[config.mk]
export PLATFORM = sky130hd
export DESIGN_NAME = sisc_mem_arb_flat
export DESIGN_NICKNAME = d
export VERILOG_FILES = /design/src/rtl/sisc_pkg.sv /design/src/rtl/sisc_mem_arb_if.sv /design/src/rtl/sisc_arb_sel.sv /design/src/rtl/sisc_mem_arb.sv /design/src/flat_wrapper.sv
export SDC_FILE = /design/constraint.sdc
export NUM_CORES = 1
export LEC_CHECK = 0
export ABC_AREA = 1
export BUFFER_PORTS_ARGS = -buffer_cell sky130_fd_sc_hd__buf_4
export CAP_MARGIN = 15
export CELL_PAD_IN_SITES_DETAIL_PLACEMENT = 1
export CELL_PAD_IN_SITES_GLOBAL_PLACEMENT = 1
export CORE_UTILIZATION = 37
export DETAILED_ROUTE_END_ITERATION = 10
export PLACE_DENSITY = 0.93
export SYNTH_ARGS = -nofsm -noshare
export SYNTH_HDL_FRONTEND = slang
export SYNTH_HIERARCHICAL = 1
export SYNTH_SLANG_ARGS = --single-unit
[constraint.sdc]
create_clock -name clk -period 3.7 [get_ports clk]
set_input_delay 0.185 -clock clk [delete_from_list [all_inputs] [get_ports clk]]
set_output_delay 0.185 -clock clk [all_outputs]
set_load 0.03 [all_outputs]
[src/rtl/sisc_pkg.sv]
`default_nettype none
// ---------------------------------------------------------------------------
// Module  : sisc_pkg
// Brief   : Shared types and helpers for the SISC memory arbiter.
//           Holds the arbiter state encoding, the port-select encoding and
//           a counter-width helper.
// Revision: 1.0  initial release
// ---------------------------------------------------------------------------
package sisc_pkg;

  // Arbiter sequencing states (2-bit encoding).
  typedef enum logic [1:0] {
    IDLE   = 2'd0,
    ACCESS = 2'd1,
    RESP   = 2'd2
  } arb_state_t;

  // Which requester owns the current access.
  typedef enum logic {
    SEL_IF = 1'b0,
    SEL_D  = 1'b1
  } sel_t;

  // Bits needed to hold any value in 0..max_val (at least one bit).
  function automatic int cnt_w(input int max_val);
    int w;
    w = 1;
    while ((1 << w) <= max_val) w++;
    return w;
  endfunction

endpackage
`default_nettype wire

[src/rtl/sisc_mem_arb_if.sv]
`default_nettype none
// ---------------------------------------------------------------------------
// Module  : sisc_mem_arb_if
// Brief   : Requester and memory-side signal bundle of the SISC memory
//           arbiter. slave = arbiter view, master = requesters + memory.
// Revision: 1.0  initial release
// ---------------------------------------------------------------------------
interface sisc_mem_arb_if #(
  parameter int AW = 16,
  parameter int DW = 32
);
  // Instruction-fetch port
  logic          if_req;
  logic [AW-1:0] if_addr;
  logic          if_gnt;
  logic          if_rvalid;
  logic [DW-1:0] if_rdata;
  // Data port
  logic          d_req;
  logic          d_we;
  logic [AW-1:0] d_addr;
  logic [DW-1:0] d_wdata;
  logic          d_gnt;
  logic          d_rvalid;
  logic [DW-1:0] d_rdata;
  // Memory side
  logic          mem_en;
  logic          mem_we;
  logic [AW-1:0] mem_addr;
  logic [DW-1:0] mem_wdata;
  logic [DW-1:0] mem_rdata;
  // Status
  logic          busy;

  modport slave (
    input  if_req, if_addr, d_req, d_we, d_addr, d_wdata, mem_rdata,
    output if_gnt, if_rvalid, if_rdata, d_gnt, d_rvalid, d_rdata,
    output mem_en, mem_we, mem_addr, mem_wdata, busy
  );

  modport master (
    output if_req, if_addr, d_req, d_we, d_addr, d_wdata, mem_rdata,
    input  if_gnt, if_rvalid, if_rdata, d_gnt, d_rvalid, d_rdata,
    input  mem_en, mem_we, mem_addr, mem_wdata, busy
  );
endinterface
`default_nettype wire

[src/rtl/sisc_arb_sel.sv]
`default_nettype none
// ---------------------------------------------------------------------------
// Module  : sisc_arb_sel
// Brief   : Combinational winner selection. Data has fixed priority unless
//           fetch has been passed over STARVE_MAX times in a row.
// Revision: 1.0  initial release
// ---------------------------------------------------------------------------
module sisc_arb_sel
  import sisc_pkg::*;
#(
  parameter int STARVE_MAX = 4,
  parameter int SW         = 3
) (
  input  logic          if_req,
  input  logic          d_req,
  input  logic [SW-1:0] starve_cnt,
  output logic          win_valid,
  output sel_t          win_sel
);

  localparam logic [SW-1:0] STARVE_TOP = SW'(STARVE_MAX);

  // Pick data unless both request and fetch has reached its starvation limit.
  always_comb begin
    win_valid = if_req | d_req;
    win_sel   = SEL_IF;
    if (d_req && !(if_req && (starve_cnt == STARVE_TOP))) begin
      win_sel = SEL_D;
    end
  end

endmodule
`default_nettype wire

[src/rtl/sisc_mem_arb.sv]
`default_nettype none
// ---------------------------------------------------------------------------
// Module  : sisc_mem_arb
// Brief   : Single-port memory arbiter between instruction fetch and data
//           (LOD/STR). Sequences each access over MEM_LAT cycles, then
//           returns a one-cycle rvalid pulse to the winning port.
// Revision: 1.0  initial release
// ---------------------------------------------------------------------------
module sisc_mem_arb
  import sisc_pkg::*;
#(
  parameter int AW         = 16,
  parameter int DW         = 32,
  parameter int MEM_LAT    = 2,
  parameter int STARVE_MAX = 4
) (
  input  logic           clk,
  input  logic           rst_f,
  sisc_mem_arb_if.slave  bus
);

  localparam int LW = cnt_w(MEM_LAT);
  localparam int SW = cnt_w(STARVE_MAX);
  localparam logic [LW-1:0] LAT_LAST   = LW'(MEM_LAT - 1);
  localparam logic [SW-1:0] STARVE_TOP = SW'(STARVE_MAX);

  arb_state_t    state;
  arb_state_t    state_nxt;
  logic [LW-1:0] lat_cnt;
  logic [SW-1:0] starve_cnt;
  sel_t          sel;
  sel_t          win_sel;
  logic          win_valid;
  logic          grant;
  logic          last_cyc;
  logic [AW-1:0] addr_lat;
  logic [DW-1:0] wdata_lat;

  sisc_arb_sel #(
    .STARVE_MAX (STARVE_MAX),
    .SW         (SW)
  ) u_sel (
    .if_req     (bus.if_req),
    .d_req      (bus.d_req),
    .starve_cnt (starve_cnt),
    .win_valid  (win_valid),
    .win_sel    (win_sel)
  );

  assign bus.mem_addr  = addr_lat;
  assign bus.mem_wdata = wdata_lat;
  assign bus.busy      = (state != IDLE);

  // Next-state logic plus the grant / final-access-cycle strobes.
  always_comb begin
    state_nxt = state;
    grant     = 1'b0;
    last_cyc  = 1'b0;
    unique case (state)
      IDLE: begin
        if (win_valid) begin
          grant     = 1'b1;
          state_nxt = ACCESS;
        end
      end
      ACCESS: begin
        if (lat_cnt == LAT_LAST) begin
          last_cyc  = 1'b1;
          state_nxt = RESP;
        end
      end
      RESP:    state_nxt = IDLE;
      default: state_nxt = IDLE;
    endcase
  end

  // State register; reset abandons any in-flight access.
  always_ff @(posedge clk or negedge rst_f) begin
    if (!rst_f) state <= IDLE;
    else        state <= state_nxt;
  end

  // Access sequencing: latch request on grant, hold memory strobes, return data.
  always_ff @(posedge clk or negedge rst_f) begin
    if (!rst_f) begin
      sel           <= SEL_IF;
      lat_cnt       <= '0;
      addr_lat      <= '0;
      wdata_lat     <= '0;
      bus.mem_en    <= 1'b0;
      bus.mem_we    <= 1'b0;
      bus.if_gnt    <= 1'b0;
      bus.d_gnt     <= 1'b0;
      bus.if_rvalid <= 1'b0;
      bus.d_rvalid  <= 1'b0;
      bus.if_rdata  <= '0;
      bus.d_rdata   <= '0;
    end else begin
      bus.if_gnt    <= grant && (win_sel == SEL_IF);
      bus.d_gnt     <= grant && (win_sel == SEL_D);
      bus.if_rvalid <= last_cyc && (sel == SEL_IF);
      bus.d_rvalid  <= last_cyc && (sel == SEL_D);
      bus.mem_en    <= (state_nxt == ACCESS);

      if (grant) begin
        sel     <= win_sel;
        lat_cnt <= '0;
        if (win_sel == SEL_D) begin
          bus.mem_we <= bus.d_we;
          addr_lat   <= bus.d_addr;
          wdata_lat  <= bus.d_wdata;
        end else begin
          bus.mem_we <= 1'b0;
          addr_lat   <= bus.if_addr;
          wdata_lat  <= '0;
        end
      end else if (state == ACCESS) begin
        lat_cnt <= lat_cnt + LW'(1);
        // Write enable drops together with mem_en at the end of the access.
        if (last_cyc) bus.mem_we <= 1'b0;
      end

      if (last_cyc) begin
        if (sel == SEL_D) bus.d_rdata  <= bus.mem_we ? '0 : bus.mem_rdata;
        else              bus.if_rdata <= bus.mem_rdata;
      end
    end
  end

  // Count data grants that pass over a waiting fetch; fetch wins at the limit.
  always_ff @(posedge clk or negedge rst_f) begin
    if (!rst_f) begin
      starve_cnt <= '0;
    end else if (state == IDLE) begin
      if (!bus.if_req) begin
        starve_cnt <= '0;
      end else if (grant && (win_sel == SEL_IF)) begin
        starve_cnt <= '0;
      end else if (grant && (starve_cnt != STARVE_TOP)) begin
        starve_cnt <= starve_cnt + SW'(1);
      end
    end
  end

endmodule
`default_nettype wire

[src/flat_wrapper.sv]
// flat-port wrapper written by rule: the top's interface ports become plain ports
module sisc_mem_arb_flat import sisc_pkg::*;
#(
  parameter int AW         = 16,
  parameter int DW         = 32,
  parameter int MEM_LAT    = 2,
  parameter int STARVE_MAX = 4
)
  (clk, rst_f, bus_if_req, bus_if_addr, bus_d_req, bus_d_we, bus_d_addr, bus_d_wdata, bus_mem_rdata, bus_if_gnt, bus_if_rvalid, bus_if_rdata, bus_d_gnt, bus_d_rvalid, bus_d_rdata, bus_mem_en, bus_mem_we, bus_mem_addr, bus_mem_wdata, bus_busy);
  sisc_mem_arb_if #(.AW(AW), .DW(DW)) bus_i ();
  input  logic clk;
  input  logic rst_f;
  input wire logic [$bits(bus_i.if_req)-1:0] bus_if_req;
  input wire logic [$bits(bus_i.if_addr)-1:0] bus_if_addr;
  input wire logic [$bits(bus_i.d_req)-1:0] bus_d_req;
  input wire logic [$bits(bus_i.d_we)-1:0] bus_d_we;
  input wire logic [$bits(bus_i.d_addr)-1:0] bus_d_addr;
  input wire logic [$bits(bus_i.d_wdata)-1:0] bus_d_wdata;
  input wire logic [$bits(bus_i.mem_rdata)-1:0] bus_mem_rdata;
  output wire logic [$bits(bus_i.if_gnt)-1:0] bus_if_gnt;
  output wire logic [$bits(bus_i.if_rvalid)-1:0] bus_if_rvalid;
  output wire logic [$bits(bus_i.if_rdata)-1:0] bus_if_rdata;
  output wire logic [$bits(bus_i.d_gnt)-1:0] bus_d_gnt;
  output wire logic [$bits(bus_i.d_rvalid)-1:0] bus_d_rvalid;
  output wire logic [$bits(bus_i.d_rdata)-1:0] bus_d_rdata;
  output wire logic [$bits(bus_i.mem_en)-1:0] bus_mem_en;
  output wire logic [$bits(bus_i.mem_we)-1:0] bus_mem_we;
  output wire logic [$bits(bus_i.mem_addr)-1:0] bus_mem_addr;
  output wire logic [$bits(bus_i.mem_wdata)-1:0] bus_mem_wdata;
  output wire logic [$bits(bus_i.busy)-1:0] bus_busy;
  assign bus_i.if_req = bus_if_req;
  assign bus_i.if_addr = bus_if_addr;
  assign bus_i.d_req = bus_d_req;
  assign bus_i.d_we = bus_d_we;
  assign bus_i.d_addr = bus_d_addr;
  assign bus_i.d_wdata = bus_d_wdata;
  assign bus_i.mem_rdata = bus_mem_rdata;
  assign bus_if_gnt = bus_i.if_gnt;
  assign bus_if_rvalid = bus_i.if_rvalid;
  assign bus_if_rdata = bus_i.if_rdata;
  assign bus_d_gnt = bus_i.d_gnt;
  assign bus_d_rvalid = bus_i.d_rvalid;
  assign bus_d_rdata = bus_i.d_rdata;
  assign bus_mem_en = bus_i.mem_en;
  assign bus_mem_we = bus_i.mem_we;
  assign bus_mem_addr = bus_i.mem_addr;
  assign bus_mem_wdata = bus_i.mem_wdata;
  assign bus_busy = bus_i.busy;
  sisc_mem_arb #(.AW(AW), .DW(DW), .MEM_LAT(MEM_LAT), .STARVE_MAX(STARVE_MAX)) u_core (.clk(clk), .rst_f(rst_f), .bus(bus_i));
endmodule
### Word level (Yosys, flattened, before mapping)

Index checks and enable logic that the tools add are counted.

* reduce and logical (&&, ||, !) cells: 16
* muxes and demuxes: 20
* bitwise gates (word level): 3
* add/sub/neg operators: 2
* equality and inequality tests: 6

Operator list (number)
* 2-to-1 mux 32 bit: 2
* 2-to-1 mux 16 bit: 1
* 2-to-1 mux 1 bit: 9
* 2-to-1 mux 3 bit: 3
* 2-to-1 mux 2 bit: 4
* AND reduction 2 bit: 4
* logical AND 1 bit: 7
* == test 2 x 1 -> 1 bit, second input constant: 3
* nonzero test 2 bit: 3
* case mux 2 bit (2 select lines): 1
* adder 3 x 1 -> 3 bit, second input constant: 1
* == test 3 bit, second input constant: 1
* inequality test 3 x 1 -> 1 bit, second input constant: 1
* inequality test 3 bit, second input constant: 1
* adder 2 x 1 -> 2 bit, second input constant: 1
* zero test 2 bit: 1
* NOT 1 bit: 2
* zero test 1 bit: 1
* bitwise OR 1 bit: 1

* bits in registers: 126
* word-level logic and storage cells: 61
* output and inout bits: 119
* input port bits: 101

### Logic depth before layout (Yosys ltp)

Gate-level depths: netlist of run 1.

* depth in word-level cells: 9
* depth in mapped cells: 9
* mapped depth without buffers: 9

### Hierarchy

The synthesis of run 1 kept the hierarchy.

Modules (own cells, without submodules)
* sisc_mem_arb: sequential area each 3153.0 µm², area each 4971.0 µm², cells an instance 495, instances 1
* sisc_arb_sel: sequential area each 0.0 µm², area each 26.3 µm², cells an instance 6, instances 1

### Worst setup path after synthesis of run 1

Ideal clock, no wire load.

* kind: register to register
* start point: register u_core.lat_cnt[0]
* end point: register u_core.bus.d_rdata[0]
* setup slack: 2.340 ns
* arrival time: 1.294 ns
* setup time: 0.066 ns
* path buffers: 1
* cell stages (with the launch flop): 8
* period minus slack after synthesis: 1.360 ns
* required time: 3.634 ns
* cells stage by stage: dfrtp_1 ha_1 inv_1 nor2_8 inv_2 clkbuf_1 o21ai_0 nand2_1

* longest elaborated chain between the ends: 4

RTL lines
* start, declared: RTL line sisc_mem_arb.sv:29 `logic [LW-1:0] lat_cnt;`
* start signal, assigned: RTL line sisc_mem_arb.sv:118 `lat_cnt <= lat_cnt + LW'(1);`
* == test 2 x 1 -> 1 bit: RTL line sisc_mem_arb.sv:67 `if (lat_cnt == LAT_LAST) begin`
* 2-to-1 mux 1 bit: RTL line sisc_mem_arb.sv:67
* 2-to-1 mux 1 bit: RTL line sisc_mem_arb.sv:59 `unique case (state)`
* AND reduction 2 bit (no source line)
* end signal, assigned: RTL line sisc_mem_arb.sv:124 `if (sel == SEL_D) bus.d_rdata <= bus.mem_we ? '0 : bus.mem_rdata;`
* end, declared: RTL line sisc_mem_arb_if.sv:37 `output if_gnt, if_rvalid, if_rdata, d_gnt, d_rvalid, d_rdata,`

Every way passes these cells.
A chain may end at the register's enable or synchronous reset.

### Final worst setup path of run 1

* start point: register u_core.sel
* end point: register u_core.bus.if_rdata[12]

* longest elaborated chain between the ends: 2

RTL lines
* start, declared: RTL line sisc_mem_arb.sv:31 `sel_t sel;`
* start signal, assigned: RTL line sisc_mem_arb.sv:106 `sel <= win_sel;`
* NOT 1 bit
* AND reduction 2 bit (no source line)
* end signal, assigned: RTL line sisc_mem_arb.sv:125 `else bus.if_rdata <= bus.mem_rdata;`
* end, declared: RTL line sisc_mem_arb_if.sv:37

Every way passes these cells.

==> run metrics, run 1 <==
outcome=completed; Max Clock Skew=0.00909 ns; cell with the most instances after synthesis=nand2_1; normalized max-slew margin=0.500; sequential share of the synthesized area=0.631; clock share of power=0.211; Net Sw Power=3.74 mW; remaining antenna violation count=0; Cell variety after synth=23; Worst EP required=4.04 ns; row count=42; post-route minimum period=2.63 ns; power per cell area=1020 mW/mm^2; Crit-path slowest cell=inv_2; Arr. time, crit path=2.97 ns; Post-CTS Resized=0; Post-synth EDFFs=0; Final period util=0.711; CP peak stage delay=0.72 ns; placed cell area=0.00672 mm^2; number of I/O port buffers=219; Mapped Cells=501; total wire length=20.2 mm; Initial Utilization=0.379; TritonCTS buffer count=17; total grt overflow=0; worst vdd ir=631 uV; synthesized net count=605; list of most frequent post-synthesis cells=nand2_1, dfrtp_1, nand3_1; Die W=118 um; GP Congestion=0.785; Comb power frac=0.493; Int Power=4.68 mW; area of the multi-input gates=0.00162 mm^2; share of cells above drive strength 1=0.325; Ports=220; chip height=118 um; Hold Vio Cnt, Final=0; Setup CP Type=reg -> reg; P_leak=4.32 nW; DRC viols=0; total negative slack=0 ns; Yosys reg bits=126; Total Routing Usage GR=0.297; Seq pwr share=0.295; Die Footprint=0.0140 mm^2; Sw Ratio=0.444; DRT Pass-1 Iters=4; Wirelength per Cell=20.4 um; post-route cell area=0.00826 mm^2; Max Root-Sink Buffers=2; dpl hpwl=11.0 mm; CP Cell Sequence=inv_2, nand2_2, inv_2, nand2_1, nand2_1; top cell type by total area after synthesis=dfrtp_1; Mapped Avg Cell Area=9.97 um^2; CP delay by family, top=buffers and inverters; RSZ-0062 raised after global routing=false; Reg clk slew, reported paths=0.06 ns; share of the synthesized area in the top cell type=0.631; H-tree depth=4; number of DRC markers in iteration 0=396; # setup viols final=0; worst min-delay path category=in -> reg; setup slack, reg-to-reg=1.07 ns; max-slew violation count=0; async set-reset flop share out of synthesis=1.00; dpl ws=1.22 ns; postcts setup bufs=0; Area Growth Syn to Fin=65.3%; initial antenna violation count=2; synthesized cell area=0.00500 mm^2; Synth area leaders=dfrtp_1, nand2_1, a22o_1; worst setup margin=1.07 ns; CTS tree=done; routed vias=5120; Storage cell area=0.00315 mm^2; type of element launching the critical path=register; CTS Sinks=126; top_reg_cell synth=dfrtp_1; actual slew at the worst max-slew pin=0.747 ns; Max Freq=0.380 GHz; Worst-Skew Late Latency=0.42 ns; vias in the first global route=5749; number of buffer and inverter stages on the critical path=2; worst-path fanout max=35; yosys warns=6; filler cell count=1429; final net count=903; first-pass GRT wire length=31.4 mm; core area=0.0132 mm^2; largest net degree at the start of global routing=72; via/cell ratio=5.17; max-cap violations=0; root buffer cell=clkbuf_16; CP Capture Type=register
cell families (layout without fill, tap and decap cells):
| family | Yosys count | after routing | share of synthesized area |
|---|---|---|---|
| compound gates | 71 | 71 | 0.0956 |
| xor+xnor | 1 | 1 | 0.00175 |
| fa+ha+maj | 3 | 3 | 0.00751 |
| buf+inv | 45 | 356 | 0.0451 |
| flops | 126 | 126 | 0.631 |
| other cells | 0 | 2 | 0 |
| simple gates | 255 | 255 | 0.219 |
state kept, by name (all words and copies together) (netlist names):
signal,flops
u_core/bus.mem_wdata,32
u_core/bus.mem_en,1
u_core/state,2
u_core/bus.d_rdata,32
u_core/bus.mem_we,1
u_core/lat_cnt,2
u_core/bus.d_gnt,1
u_core/bus.if_rvalid,1
u_core/bus.mem_addr,16
u_core/bus.if_gnt,1
u_core/starve_cnt,3
u_core/bus.if_rdata,32
u_core/sel,1
u_core/bus.d_rvalid,1
cells in the final DEF, fill, tap and decap left out:
master and instances:
ha_1 3, o21ai_1 3, nand2_4 2, o21ai_0 33, nor2_1 4, nand2_2 1
clkbuf_1 2, clkbuf_8 2, clkinv_4 1, clkinvlp_4 2, diode_2 2, clkbuf_16 17
bufinv_16 4, nor2_4 2, nand3_1 56, buf_4 219, a22o_1 32, o31ai_1 1
nor2_8 2, dfrtp_1 126, nand2_1 187, or2_1 1, inv_2 5, xnor2_1 1
buf_16 2, buf_12 1, dlygate4sd3_1 86, a21oi_1 2, clkinv_2 4, inv_1 11
area by class of cell:
class,instances,area share
Inverter,16,0.00727
Multi-Input combinational cell,330,0.196
Clock buffer,21,0.0557
Antenna cell,2,0.000606
Sequential cell,126,0.382
Tap cell,176,0.0267
Clock inverter,11,0.0198
Timing Repair Buffer,308,0.312
per-layer routing:
metal	vias to the layer above	track usage	share of wire
li1	2250	-	-
met1	2555	0.319	0.36
met3	78	0.0724	0.055
met4	0	0.168	0.052
met5	-	0	0
met2	237	0.530	0.53
worst paths after layout:
check                                   startpoint                       end  depth (start not counted)
max reg2reg                             u_core/sel   u_core/bus.if_rdata[12]                          5
min in group asynchronous                    rst_f     u_core/bus.d_rdata[4]                          2
min                                 bus_d_addr[11]   u_core/bus.mem_addr[11]                          3
min reg2reg                u_core/bus.if_rdata[23]   u_core/bus.if_rdata[23]                          2
max                                     u_core/sel   u_core/bus.if_rdata[12]                          5
max in group asynchronous                    rst_f  u_core/bus.mem_wdata[25]                          3
per-stage QoR:
stage	utilization	hold WS, ns	total power, mW	instances
after floorplan	-	-0.111	4.73	501
after global routing	0.626	0.00913	8.78	990
after global placement	0.509	0.274	6.05	868
after CTS	0.622	0.00105	8.26	986
after detailed placement	0.509	0.291	6.25	868
final	0.626	0.0165	8.41	990
power groups by stage:
stage	logic [mW]	registers [mW]	clock network, mW
final	4.15	2.49	1.78
after floorplan	1.15	3.58	0
after global placement	3.64	2.41	0
after CTS	4.01	2.46	1.79
after detailed placement	3.79	2.46	0
after global routing	4.37	2.55	1.86
worst min-delay path, delay by kind of cell:
kind                   cells  cell delay, ns
AND/OR/NAND/NOR            2            0.12
buffers and inverters      1            0.08
what timing repair did:
item	CTS	global route
setup endpoints to repair	0	0
endpoints found under the hold margin	129	0
hold buffers	86	0
Power figures use the tool's default switching activity.
==> inputs of run 2 (changes only) <==
- CORE_UTILIZATION: 37 -> 31
- PLACE_DENSITY: 0.93 -> 0.84
- clock period: 3.7 -> 2.4 ns (I/O delays scaled with it)
==> run 2 against run 1 <==
  * Critical path depth is 2 higher
  * Flip-flop and latch count is the same
  * Fmax rose by 17%
  * Clock-buffer cell count is 5 higher
  * Critical path type unchanged
==> run metrics, run 2 (synthesized netlist as in run 1, its figures left out) <==
vias in the first global route=5417; core area=0.0158 mm^2; actual slew at the worst max-slew pin=0.693 ns; first-pass GRT wire length=29.0 mm; power per cell area=1520 mW/mm^2; number of buffer and inverter stages on the critical path=2; CTS Sinks=126; root buffer cell=clkbuf_16; Core Util, Final=0.531; max-slew violation count=0; Wirelength per Cell=18.2 um; # setup viols final=0; routed vias=4979; Max Clock Skew=0.0152 ns; most common cell after layout, fill and taps aside=buf_4; Final period util=0.936; P_leak=4.37 nW; chip height=129 um; H-tree depth=4; Arr. time, crit path=2.58 ns; worst vdd ir=750 uV; DP Cell Count=914; CTS tree=done; CP peak stage delay=0.60 ns; Max Root-Sink Buffers=2; total negative slack=0 ns; total power=12.8 mW; Die W=129 um; met2 WL=9.96 mm; Die Footprint=0.0166 mm^2; worst min-delay path category=in -> reg; share of cells above drive strength 1=0.320; CP Cell Sequence=nor2_4, nand2_4, nor2_4, buf_4, nand2_1, nand3_1, dlygate4sd3_1; Ports=220; final net count=919; total wire length=19.0 mm; via/cell ratio=4.76; outcome=completed; final cell count without fillers=1046; Post-CTS Resized=0; TritonCTS buffer count=17; remaining antenna violation count=0; Area Growth Syn to Fin=68.3%; Initial Utilization=0.316; GP Congestion=0.756; Reg clk slew, reported paths=0.06 ns; CP Capture Type=register; Crit-path slowest cell=dlygate4sd3_1; Worst-Skew Late Latency=0.42 ns; number of I/O port buffers=219; Hold Vio Cnt, Final=0; max-cap violations=0; RSZ-0062 raised after global routing=false; largest net degree at the start of global routing=127; CP delay by family, top=buffers and inverters; M1 WL=7.38 mm; row count=46; most frequent cell on the critical path=nor2_4; Total Routing Usage GR=0.231; highest metal used=met4; Max Freq=0.445 GHz; number of DRC markers in iteration 0=257; DRT Pass-1 Iters=4; Setup CP Type=reg -> reg; initial antenna violation count=3; DRC viols=0; type of element launching the critical path=register; Worst EP required=2.74 ns; most frequent cells in the layout=buf_4, nand2_1, dfrtp_1; normalized max-slew margin=0.538; met3 wire len=1.08 mm; total grt overflow=0; worst-path fanout max=27; dpl hpwl=10.7 mm; post-route minimum period=2.25 ns
-- run 2: routing by layer --
| metal | vias to the layer above | GRT usage |
|---|---|---|
| met4 | 0 | 0.115 |
| met2 | 200 | 0.410 |
| met1 | 2463 | 0.257 |
| met3 | 40 | 0.0599 |
| li1 | 2276 | - |
| met5 | - | 0 |
-- run 2: worst paths after layout --
kind | from | endpoint | slack (ns) | depth (start not counted)
worst max-delay path | u_core/state[1] | u_core/bus.mem_addr[12] | 0.15 | 7
worst min-delay path | bus_if_req | u_core/starve_cnt[1] | 0.14 | 5
worst max register to register | u_core/state[1] | u_core/bus.mem_addr[12] | 0.15 | 7
worst min register to register | u_core/bus.if_rdata[14] | u_core/bus.if_rdata[14] | 0.48 | 2
max in group asynchronous | rst_f | u_core/bus.mem_wdata[25] | 1.52 | 3
min in group asynchronous | rst_f | u_core/bus.if_rdata[3] | 0.36 | 3
-- run 2: repair_timing --
action                                  in CTS  in global routing
buffers inserted                             0                  0
endpoints found under the setup margin       0                  0
hold buffers                                98                  0
hold endpoints to repair                   239                  0
-- run 2: per-stage QoR --
stage | instance area [um^2] | hold slack, ns | setup WS (ns)
2_1_floorplan | 5000 | -0.176 | 1.04
3_3_place_gp | 6810 | 0.293 | 0.643
3_5_place_dp | 6810 | 0.289 | 0.573
4_1_cts | 8400 | 0.117 | 0.276
5_1_grt | 8410 | 0.148 | 0.0315
6_report | 8410 | 0.136 | 0.155
-- run 2: worst reg2reg max path, cell delays in order (launching register included) --
cell	delay, ns
dfrtp_1	0.41
nor2_4	0.25
nand2_4	0.21
nor2_4	0.13
buf_4	0.33
nand2_1	0.11
nand3_1	0.13
dlygate4sd3_1	0.60
-- run 2: area by class of cell --
type,instances,area [um^2]
Fill cell,1745,7420
Sequential cell,126,3150
Clock inverter,5,103
Timing Repair Buffer,324,2690
Multi-Input combinational cell,330,1620
Clock buffer,26,509
Inverter,16,60.1
Tap cell,216,270
Antenna cell,3,7.51
-- run 2: report_power, final --
part / leakage (nW) / switching, mW / internal, mW
Sequential: 1.59 / 0.655 / 3.14
Combinational: 2.48 / 3.99 / 2.33
Clock: 0.297 / 0.908 / 1.77
Total: 4.37 / 5.56 / 7.23
==> inputs of run 3 (changes only) <==
- CORE_UTILIZATION: 31 -> 25
- PLACE_DENSITY: 0.84 -> 0.72
==> run 3 against run 2 <==
  * Fmax is 3.2% higher
  * Clock power is 3% lower
  * Global-route usage is 4.4 points lower
  * Critical path depth is 2 higher
  * Highest routed layer unchanged
==> run metrics, run 3 (synthesized netlist as in run 1, its figures left out) <==
DRC viols=0; Post-CTS Resized=0; total grt overflow=0; TritonCTS buffer count=17; root buffer cell=clkbuf_16; Max Freq=0.460 GHz; Final period util=0.906; Die W=143 um; most frequent cells in the layout=buf_4, nand2_1, dfrtp_1; worst setup margin=0.225 ns; CP Cell Sequence=nand2_1, inv_1, a21oi_1, inv_1, nor2_4, buf_4, nand2_1, nand3_1, dlygate4sd3_1; CTS tree=done; CP peak stage delay=0.57 ns; share of cells above drive strength 1=0.328; routed vias=4919; vias in the first global route=5406; Arr. time, crit path=2.52 ns; Wirelength per Cell=16.8 um; P_leak=4.37 nW; CP Capture Type=register; filler cell count=2252; global routing usage on met2=0.344; Hold Vio Cnt, Final=0; normalized max-slew margin=0.590; final net count=921; remaining antenna violation count=0; dpl ws=0.537 ns; type of element launching the critical path=register; Total Routing Usage GR=0.187; dpl hpwl=11.5 mm; initial antenna violation count=0; most common cell after layout, fill and taps aside=buf_4; Area Growth Syn to Fin=69.7%; Ports=220; Core Util, Final=0.434; area of the multi-input gates=0.00162 mm^2; Max Clock Skew=0.00770 ns; number of buffer and inverter stages on the critical path=4; Die Footprint=0.0206 mm^2; via/cell ratio=4.49; Worst-Skew Late Latency=0.42 ns; total wire length=18.4 mm; RSZ-0062 raised after global routing=false; first-pass GRT wire length=29.1 mm; most used routing layer=met2; chip height=143 um; H-tree depth=4; actual slew at the worst max-slew pin=0.614 ns; # setup viols final=0; outcome=completed; GP Congestion=0.735; grt met1 use=0.210; worst vdd ir=555 uV; CTS Sinks=126; Worst EP required=2.75 ns; max-cap violations=0; max-slew violation count=0; n_diodes=0; number of I/O port buffers=219; Min Hold Slack=0.131 ns; Max Root-Sink Buffers=2; number of DRC markers in iteration 0=157; worst min-delay path category=in -> reg; post-route minimum period=2.17 ns; core area=0.0195 mm^2; worst-path fanout max=17; power per cell area=1490 mW/mm^2; row count=51; CP delay by family, top=buffers and inverters; met3 Usage GRT=0.0457; DRT Pass-1 Iters=4; largest net degree at the start of global routing=61; Initial Utilization=0.256; Storage cell area=0.00315 mm^2; Crit-path slowest cell=dlygate4sd3_1; total negative slack=0 ns; Reg clk slew, reported paths=0.06 ns; total power=12.6 mW; Setup CP Type=reg -> reg
## run 3: cell count changes in the layout (fill, tap and decap cells not counted), sizes merged
cell / before / now
buf: 226 / 228
clkbuf: 26 / 17
clkinv: 1 / 7
clkinvlp: 1 / 4
diode: 3 / 0
inv: 16 / 17
## run 3: cell type report
cell class,instances,share of cell area
Inverter,16,0.00708
Tap cell,265,0.0391
Sequential cell,126,0.372
Multi-Input combinational cell,330,0.191
Clock inverter,15,0.0202
Timing Repair Buffer,326,0.321
Clock buffer,17,0.0502
## run 3: repair_timing
action / 4_1_cts / 5_1_grt
hold buffers: 98 / 0
hold endpoints to repair: 170 / 0
buffers inserted: 0 / 0
## run 3: layer usage
metal,vias to the layer above,part of all wire
met3,26,0.048
met2,162,0.53
met5,-,0
met1,2442,0.40
li1,2289,-
met4,0,0.019
## run 3: worst register-to-register path: stages (launching register included)
cell	delay, ns
dfrtp_1	0.42
nand2_1	0.09
inv_1	0.04
a21oi_1	0.11
inv_1	0.09
nor2_4	0.32
buf_4	0.30
nand2_1	0.07
nand3_1	0.09
dlygate4sd3_1	0.57
## run 3: worst paths after layout
check                                   startpoint                       to  slack [ns]  depth (start not counted)
setup / recovery              u_core/starve_cnt[2]  u_core/bus.mem_addr[15]        0.23                          9
hold / removal                          bus_if_req     u_core/starve_cnt[2]        0.13                          5
setup reg to reg              u_core/starve_cnt[2]  u_core/bus.mem_addr[15]        0.23                          9
hold reg to reg            u_core/bus.if_rdata[22]  u_core/bus.if_rdata[22]        0.49                          2
max in group asynchronous                    rst_f  u_core/bus.mem_wdata[7]        1.48                          3
min in group asynchronous                    rst_f  u_core/bus.if_rdata[13]        0.27                          2
## run 3: per-stage QoR
stage | instance area [um^2] | std cells
after global placement | 6900 | 965
after floorplan | 5000 | 501
after global routing | 8480 | 1095
after detailed placement | 6900 | 965
after CTS | 8480 | 1095
final | 8480 | 1095
## run 3: report_power, final
part           switching (mW)  internal [mW]
clock network           0.978           1.63
logic                    3.94           2.34
registers               0.613           3.14
